## config.mk

```make
export PLATFORM = sky130hd
export DESIGN_NAME = pipe_ctrl_flat
export DESIGN_NICKNAME = d
export VERILOG_FILES = /design/src/rtl/pipe_ctrl_if.sv /design/src/rtl/pipe_ctrl.sv /design/src/flat_wrapper.sv
export SDC_FILE = /design/constraint.sdc
export NUM_CORES = 1
export LEC_CHECK = 0
export ABC_AREA = 1
export BUFFER_PORTS_ARGS = -buffer_cell sky130_fd_sc_hd__buf_2
export CAP_MARGIN = 20
export CORE_MARGIN = 2
export CORE_UTILIZATION = 32
export CTS_CLUSTER_SIZE = 30
export DETAILED_ROUTE_END_ITERATION = 7
export PLACE_DENSITY = 0.63
export SLEW_MARGIN = 20
export SYNTH_ARGS = -nofsm -noshare
export SYNTH_HDL_FRONTEND = slang
export SYNTH_SLANG_ARGS = --single-unit
```

## constraint.sdc

```tcl
create_clock -name clk -period 1.9 [get_ports clk]
set_clock_uncertainty 0.15 [all_clocks]
set_input_delay 0.095 -clock clk [delete_from_list [all_inputs] [get_ports clk]]
set_output_delay 0.095 -clock clk [all_outputs]
set_load 0.02 [all_outputs]
```

## src/rtl/pipe_ctrl_if.sv

```systemverilog
// rtl/pipe_ctrl_if.sv - stall/flush control bundle between pipeline stages and pipe_ctrl
//
// Signals:
//   stallreq_if/id/ex/mem  per-stage stall requests
//   exc_valid/exc_eret     exception (or eret) reported from MEM
//   exc_code/epc_i         exception cause and eret return address
//   perf_clr               clears the stall-cycle counter
//   stall[5:0]             per-stage hold (bit0 PC .. bit5 WB)
//   flush/new_pc           one-cycle flush pulse and redirect target
//   stall_cycles           count of cycles with stall[0]=1
// Modports: slave = pipe_ctrl side, master = pipeline/bench side.
interface pipe_ctrl_if;
    logic        stallreq_if;
    logic        stallreq_id;
    logic        stallreq_ex;
    logic        stallreq_mem;
    logic        exc_valid;
    logic        exc_eret;
    logic [4:0]  exc_code;
    logic [31:0] epc_i;
    logic        perf_clr;
    logic [5:0]  stall;
    logic        flush;
    logic [31:0] new_pc;
    logic [31:0] stall_cycles;

    modport slave (
        input  stallreq_if, stallreq_id, stallreq_ex, stallreq_mem,
        input  exc_valid, exc_eret, exc_code, epc_i, perf_clr,
        output stall, flush, new_pc, stall_cycles
    );

    modport master (
        output stallreq_if, stallreq_id, stallreq_ex, stallreq_mem,
        output exc_valid, exc_eret, exc_code, epc_i, perf_clr,
        input  stall, flush, new_pc, stall_cycles
    );
endinterface

```

## src/rtl/pipe_ctrl.sv

```systemverilog
// rtl/pipe_ctrl.sv - pipeline stall/flush controller with exception redirect
//
// Ports:
//   clk   clock, rising edge
//   rst   synchronous active-high reset
//   bus   pipe_ctrl_if.slave (stall requests and exception in; stall, flush,
//         new_pc and stall_cycles out)
// Parameters:
//   EXC_BASE     exception vector base; vector = EXC_BASE + code*4
//   HOLD_CYCLES  cycles after a flush during which exceptions are masked (1..15)
module pipe_ctrl #(
    parameter logic [31:0] EXC_BASE    = 32'h0000_0020,
    parameter int unsigned HOLD_CYCLES = 2
) (
    input  logic         clk,
    input  logic         rst,
    pipe_ctrl_if.slave   bus
);

    typedef enum logic [1:0] {
        RUN      = 2'd0,
        WAIT_MEM = 2'd1,
        FLUSH    = 2'd2,
        HOLD     = 2'd3
    } state_t;

    localparam logic [3:0] HOLD_LOAD = 4'(HOLD_CYCLES);

    state_t      state_q, state_d;
    logic [3:0]  hold_cnt_q, hold_cnt_d;
    logic        cap_en;
    logic        cap_eret_q;
    logic [4:0]  cap_code_q;
    logic [31:0] cap_epc_q;
    logic        rst_q;
    logic [31:0] stall_cnt_q;
    logic [5:0]  req_stall;
    logic [5:0]  stall_o;
    logic        flush_o;
    logic [31:0] new_pc_o;

    // Deepest requesting stage wins; it and everything upstream holds.
    always_comb begin
        req_stall = 6'b000000;
        if (bus.stallreq_mem)     req_stall = 6'b011111;
        else if (bus.stallreq_ex) req_stall = 6'b001111;
        else if (bus.stallreq_id) req_stall = 6'b000111;
        else if (bus.stallreq_if) req_stall = 6'b000011;
    end

    always_comb begin
        state_d    = state_q;
        hold_cnt_d = hold_cnt_q;
        cap_en     = 1'b0;
        case (state_q)
            RUN: begin
                if (bus.exc_valid) begin
                    cap_en  = 1'b1;
                    state_d = bus.stallreq_mem ? WAIT_MEM : FLUSH;
                end
            end
            WAIT_MEM: begin
                if (!bus.stallreq_mem) state_d = FLUSH;
            end
            FLUSH: begin
                state_d    = HOLD;
                hold_cnt_d = HOLD_LOAD;
            end
            HOLD: begin
                if (hold_cnt_q <= 4'd1) begin
                    state_d    = RUN;
                    hold_cnt_d = 4'd0;
                end else begin
                    hold_cnt_d = hold_cnt_q - 4'd1;
                end
            end
            default: state_d = RUN;
        endcase
    end

    // Outputs depend only on registered state and stall requests. rst_q
    // forces them quiet for the cycle after reset is sampled.
    always_comb begin
        stall_o  = 6'b000000;
        flush_o  = 1'b0;
        new_pc_o = 32'h0;
        if (!rst_q) begin
            case (state_q)
                RUN, HOLD: stall_o = req_stall;
                WAIT_MEM:  stall_o = 6'b011111;
                FLUSH: begin
                    flush_o  = 1'b1;
                    new_pc_o = cap_eret_q ? cap_epc_q
                                          : EXC_BASE + {25'b0, cap_code_q, 2'b00};
                end
                default: stall_o = 6'b000000;
            endcase
        end
    end

    always_ff @(posedge clk) begin
        if (rst) begin
            state_q    <= RUN;
            hold_cnt_q <= 4'd0;
            cap_eret_q <= 1'b0;
            cap_code_q <= 5'd0;
            cap_epc_q  <= 32'h0;
            rst_q      <= 1'b1;
        end else begin
            state_q    <= state_d;
            hold_cnt_q <= hold_cnt_d;
            rst_q      <= 1'b0;
            if (cap_en) begin
                cap_eret_q <= bus.exc_eret;
                cap_code_q <= bus.exc_code;
                cap_epc_q  <= bus.epc_i;
            end
        end
    end

    // Saturating stall-cycle counter; perf_clr overrides the increment.
    always_ff @(posedge clk) begin
        if (rst || bus.perf_clr) begin
            stall_cnt_q <= 32'h0;
        end else if (stall_o[0] && (stall_cnt_q != 32'hFFFF_FFFF)) begin
            stall_cnt_q <= stall_cnt_q + 32'd1;
        end
    end

    assign bus.stall        = stall_o;
    assign bus.flush        = flush_o;
    assign bus.new_pc       = new_pc_o;
    assign bus.stall_cycles = stall_cnt_q;

endmodule

```

## src/flat_wrapper.sv

```systemverilog
// flat-port wrapper written by rule: the top's interface ports become plain ports
module pipe_ctrl_flat 
#(
    parameter logic [31:0] EXC_BASE    = 32'h0000_0020,
    parameter int unsigned HOLD_CYCLES = 2
)
  (clk, rst, bus_stallreq_if, bus_stallreq_id, bus_stallreq_ex, bus_stallreq_mem, bus_exc_valid, bus_exc_eret, bus_exc_code, bus_epc_i, bus_perf_clr, bus_stall, bus_flush, bus_new_pc, bus_stall_cycles);
  pipe_ctrl_if bus_i ();
  input  logic clk;
  input  logic rst;
  input wire logic [$bits(bus_i.stallreq_if)-1:0] bus_stallreq_if;
  input wire logic [$bits(bus_i.stallreq_id)-1:0] bus_stallreq_id;
  input wire logic [$bits(bus_i.stallreq_ex)-1:0] bus_stallreq_ex;
  input wire logic [$bits(bus_i.stallreq_mem)-1:0] bus_stallreq_mem;
  input wire logic [$bits(bus_i.exc_valid)-1:0] bus_exc_valid;
  input wire logic [$bits(bus_i.exc_eret)-1:0] bus_exc_eret;
  input wire logic [$bits(bus_i.exc_code)-1:0] bus_exc_code;
  input wire logic [$bits(bus_i.epc_i)-1:0] bus_epc_i;
  input wire logic [$bits(bus_i.perf_clr)-1:0] bus_perf_clr;
  output wire logic [$bits(bus_i.stall)-1:0] bus_stall;
  output wire logic [$bits(bus_i.flush)-1:0] bus_flush;
  output wire logic [$bits(bus_i.new_pc)-1:0] bus_new_pc;
  output wire logic [$bits(bus_i.stall_cycles)-1:0] bus_stall_cycles;
  assign bus_i.stallreq_if = bus_stallreq_if;
  assign bus_i.stallreq_id = bus_stallreq_id;
  assign bus_i.stallreq_ex = bus_stallreq_ex;
  assign bus_i.stallreq_mem = bus_stallreq_mem;
  assign bus_i.exc_valid = bus_exc_valid;
  assign bus_i.exc_eret = bus_exc_eret;
  assign bus_i.exc_code = bus_exc_code;
  assign bus_i.epc_i = bus_epc_i;
  assign bus_i.perf_clr = bus_perf_clr;
  assign bus_stall = bus_i.stall;
  assign bus_flush = bus_i.flush;
  assign bus_new_pc = bus_i.new_pc;
  assign bus_stall_cycles = bus_i.stall_cycles;
  pipe_ctrl #(.EXC_BASE(EXC_BASE), .HOLD_CYCLES(HOLD_CYCLES)) u_core (.clk(clk), .rst(rst), .bus(bus_i));
endmodule
```

==> results.sh <==
export IMPL_outcome="finished with violations"
export IMPL_violations="setup timing"
export IMPL_cts_root_buf="clkbuf_16"
export IMPL_cts_tree="yes"
export IMPL_ant_nets=0
export IMPL_grt_pass1_vias=4453
export IMPL_clock_insertion_delay_worst_skew_ns=0.34
export IMPL_critical_path_class="flip-flop to primary output"
export IMPL_drive_gt1_frac=0.3196
export IMPL_hold_path_cell_count=4
export IMPL_yosysTopAreaCellShare=0.3618
export IMPL_cts_sinks=77
export IMPL_worst_r2r_cell_count=10
export IMPL_avgViaCountPerCell=4.679
export IMPL_yosys_warnings=0
export IMPL_via_count=4805
export IMPL_clk_pin_slew_ns=0.06
export IMPL_cp_required_ns=1.65
export IMPL_gr_usage_all_layers=0.1827
export IMPL_setup_viol=1
export IMPL_htree_levels=3
export IMPL_nFillCells=1229
export IMPL_fin_nets=901
export IMPL_wl_per_cell_microns=13.39
export IMPL_first_iter_violations=268
export IMPL_cts_max_path_buffers=2
export IMPL_hold_ws_ns=0.05189
export IMPL_grt_pass1_wl_mm=20.78
export IMPL_slew_viol_final=0
export IMPL_finalInstanceArea_sq_um=6644
export IMPL_start_util=0.3243
export IMPL_synth_distinct_cells=29
export IMPL_rsz0062_at_grt="true"
export IMPL_die_x_microns=119.4
export IMPL_antenna_found_initial=0
export IMPL_rrSetupSlack_ns=0.08
export IMPL_dr_pass1_iters=5
export IMPL_gr_total_overflow=0
export IMPL_synth_cells=645
export IMPL_coreArea_sq_um=13140
export IMPL_synth_nets=700
export IMPL_dp_hpwl_mm=8.587
export IMPL_peakVddDrop_v=0.0004527
export IMPL_cp_end_kind="primary output"
export IMPL_ios=117
export IMPL_fin_crit_ns=1.943
export IMPL_placementRows=42
export IMPL_drc_errors=0
export IMPL_power_density_nw_per_um2=1010
export IMPL_seq_area_frac_synth=0.3618
export IMPL_wl_mm=13.75
export IMPL_cp_data_arrival_time_ns=1.70
export IMPL_hold_start="bus_stallreq_mem"
export IMPL_postPlaceCellArea_sq_um=5310
export IMPL_grt_max_degree=45
export IMPL_holdCritPathClass="input pin to flip-flop"
export IMPL_holdPathEnd="u_core.state_q[1]"
export IMPL_postLayoutSetupSlackWorst_ns=-0.04291
export IMPL_synthToLayoutAreaGrowth_pct=55.95
export IMPL_yosys_register_bits=77
export IMPL_period_share=1.023
export IMPL_antenna_cells=0
export IMPL_maxCapViolCount=0
export IMPL_fmax_mhz=514.7
export IMPL_syn_area_sq_um=4260
export IMPL_final_hold_viol_count=0
export IMPL_die_y_microns=119.4
export IMPL_p_leak_nw=2.756
export IMPL_r2r_end="u_core.bus.stall_cycles[9]"
export IMPL_critPathLaunchType="flip-flop"
export IMPL_die_area_sq_um=14250
export IMPL_final_util=0.5057
export IMPL_portBuffers=115
export IMPL_cts_buffers=9
export IMPL_r2r_start="u_core.state_q[1]"
export IMPL_synth_area_leaders="dfxtp_1 (36%), nand2_1 (14%), nor2_1 (11%)"
export IMPL_yosysTopAreaCell="dfxtp_1"
export IMPL_crit_path_max_fanout=7
export IMPL_syn_area_per_cell_sq_um=6.605
export IMPL_routabilityCongestion=0.8902
[final cells by class]
type / count / area, sq um / area share
Multi-Input combinational cell: 477 / 2549 / 0.3836
Timing Repair Buffer: 214 / 1733 / 0.2608
Sequential cell: 77 / 1546 / 0.2328
Inverter: 67 / 269.0 / 0.04049
Clock buffer: 11 / 242.7 / 0.03653
Tap cell: 176 / 220.2 / 0.03314
Clock inverter: 5 / 83.83 / 0.01262
[Yosys cell counts]
cell      instances
inv_2             1
o21ai_0          56
nand4_4           1
a21oi_2          26
inv_1            65
dfxtp_1          77
nand4_1           1
clkbuf_1         17
conb_1            1
a22oi_1           1
inv_4             1
nor2_2            1
nor3_1            1
a21oi_1          37
nor2_1          122
nand2_2           7
nor2_4            3
and2_1            1
nand3_1          29
xnor2_1           6
buf_6             4
ha_1              9
nand2_1         164
xor2_1            6
buf_4             2
nand2_8           1
buf_12            1
nand2_4           2
o21a_1            2
[report_power, final]
group	internal [W]	total [W]	switching [W]
clock network	0.00119	0.00188	0.000690
registers	0.00190	0.00203	0.000131
logic	0.00116	0.00280	0.00164
[placed cells by master (no fill, tap or decap), drive strengths merged]
cell,instances
xnor2,6
nand3,29
bufinv,2
a21oi,63
o21a,2
o21ai,56
inv,66
clkinvlp,2
nor3,1
a22oi,1
buf,172
nand4,2
ha,9
nand2,174
xor2,6
conb,1
clkinv,2
and2,1
dlygate4sd3,40
dfxtp,77
nor2,126
clkbuf,13
[worst max-delay path by stage]
stage               cells past startpoint                           to  slack (ns)              start
floorplan                               7               bus_new_pc[11]       -0.06  u_core.state_q[0]
global placement                        9  u_core.bus.stall_cycles[15]        0.06  u_core.state_q[0]
detailed placement                      9   u_core.bus.stall_cycles[8]       -0.03  u_core.state_q[0]
CTS                                     7                 bus_stall[0]       -0.04  u_core.state_q[1]
global route                            8               bus_new_pc[30]       -0.09  u_core.state_q[0]
finish                                  8               bus_new_pc[30]       -0.04  u_core.state_q[0]
[layer usage]
layer | track usage | part of all wire
met1 | 0.2346 | 0.44
met2 | 0.2971 | 0.47
met4 | 0.07500 | 0.022
met5 | 0 | 0
met3 | 0.04023 | 0.064
[critical path, cell delays in order (launching register included)]
cell and delay [ns]:
dfxtp_2 0.34, inv_4 0.08, ha_4 0.17, inv_4 0.04
nor2_4 0.12, nand2_4 0.12, buf_16 0.17, nor2_1 0.13
buf_4 0.17
[per-stage QoR]
stage	TNS, ns	power, W	setup WS (ns)	cells
2_1_floorplan	-1.236	0.003535	-0.06178	645
3_3_place_gp	0	0.003962	0.06268	959
3_5_place_dp	-0.3336	0.003986	-0.03185	959
4_1_cts	-0.1079	0.006206	-0.04287	1021
5_1_grt	-1.680	0.007111	-0.09124	1027
6_report	-0.04291	0.006713	-0.04291	1027
[what timing repair did]
item	4_1_cts	5_1_grt
setup buffers	5	4
pin swaps	3	5
endpoints found under the hold margin	46	0
gates resized for setup	38	95
setup endpoints to repair	63	71
cloned	2	2
hold buffers	40	0
[state kept, by name, summed over array words and instances, names as in the netlist]
name and cells:
u_core.state_q 2, u_core.rst_q 1, u_core.cap_code_q 5, u_core.hold_cnt_q 4
u_core.bus.stall_cycles 32, u_core.cap_epc_q 32, u_core.cap_eret_q 1
[cell families (layout without fill, tap and decap cells)]
logic type,after synthesis,after routing,synth area share
and+or+nand+nor,333,333,0.3248
AOI/OAI and AO/OA,122,122,0.1680
buffers and inverters,91,297,0.09339
DFF,77,77,0.3618
xor gates and xnor gates,12,12,0.02467
adders and majority gates,9,9,0.02643
other,1,1,0.0008802
Note: power is estimated with default switching activity, not from simulation.
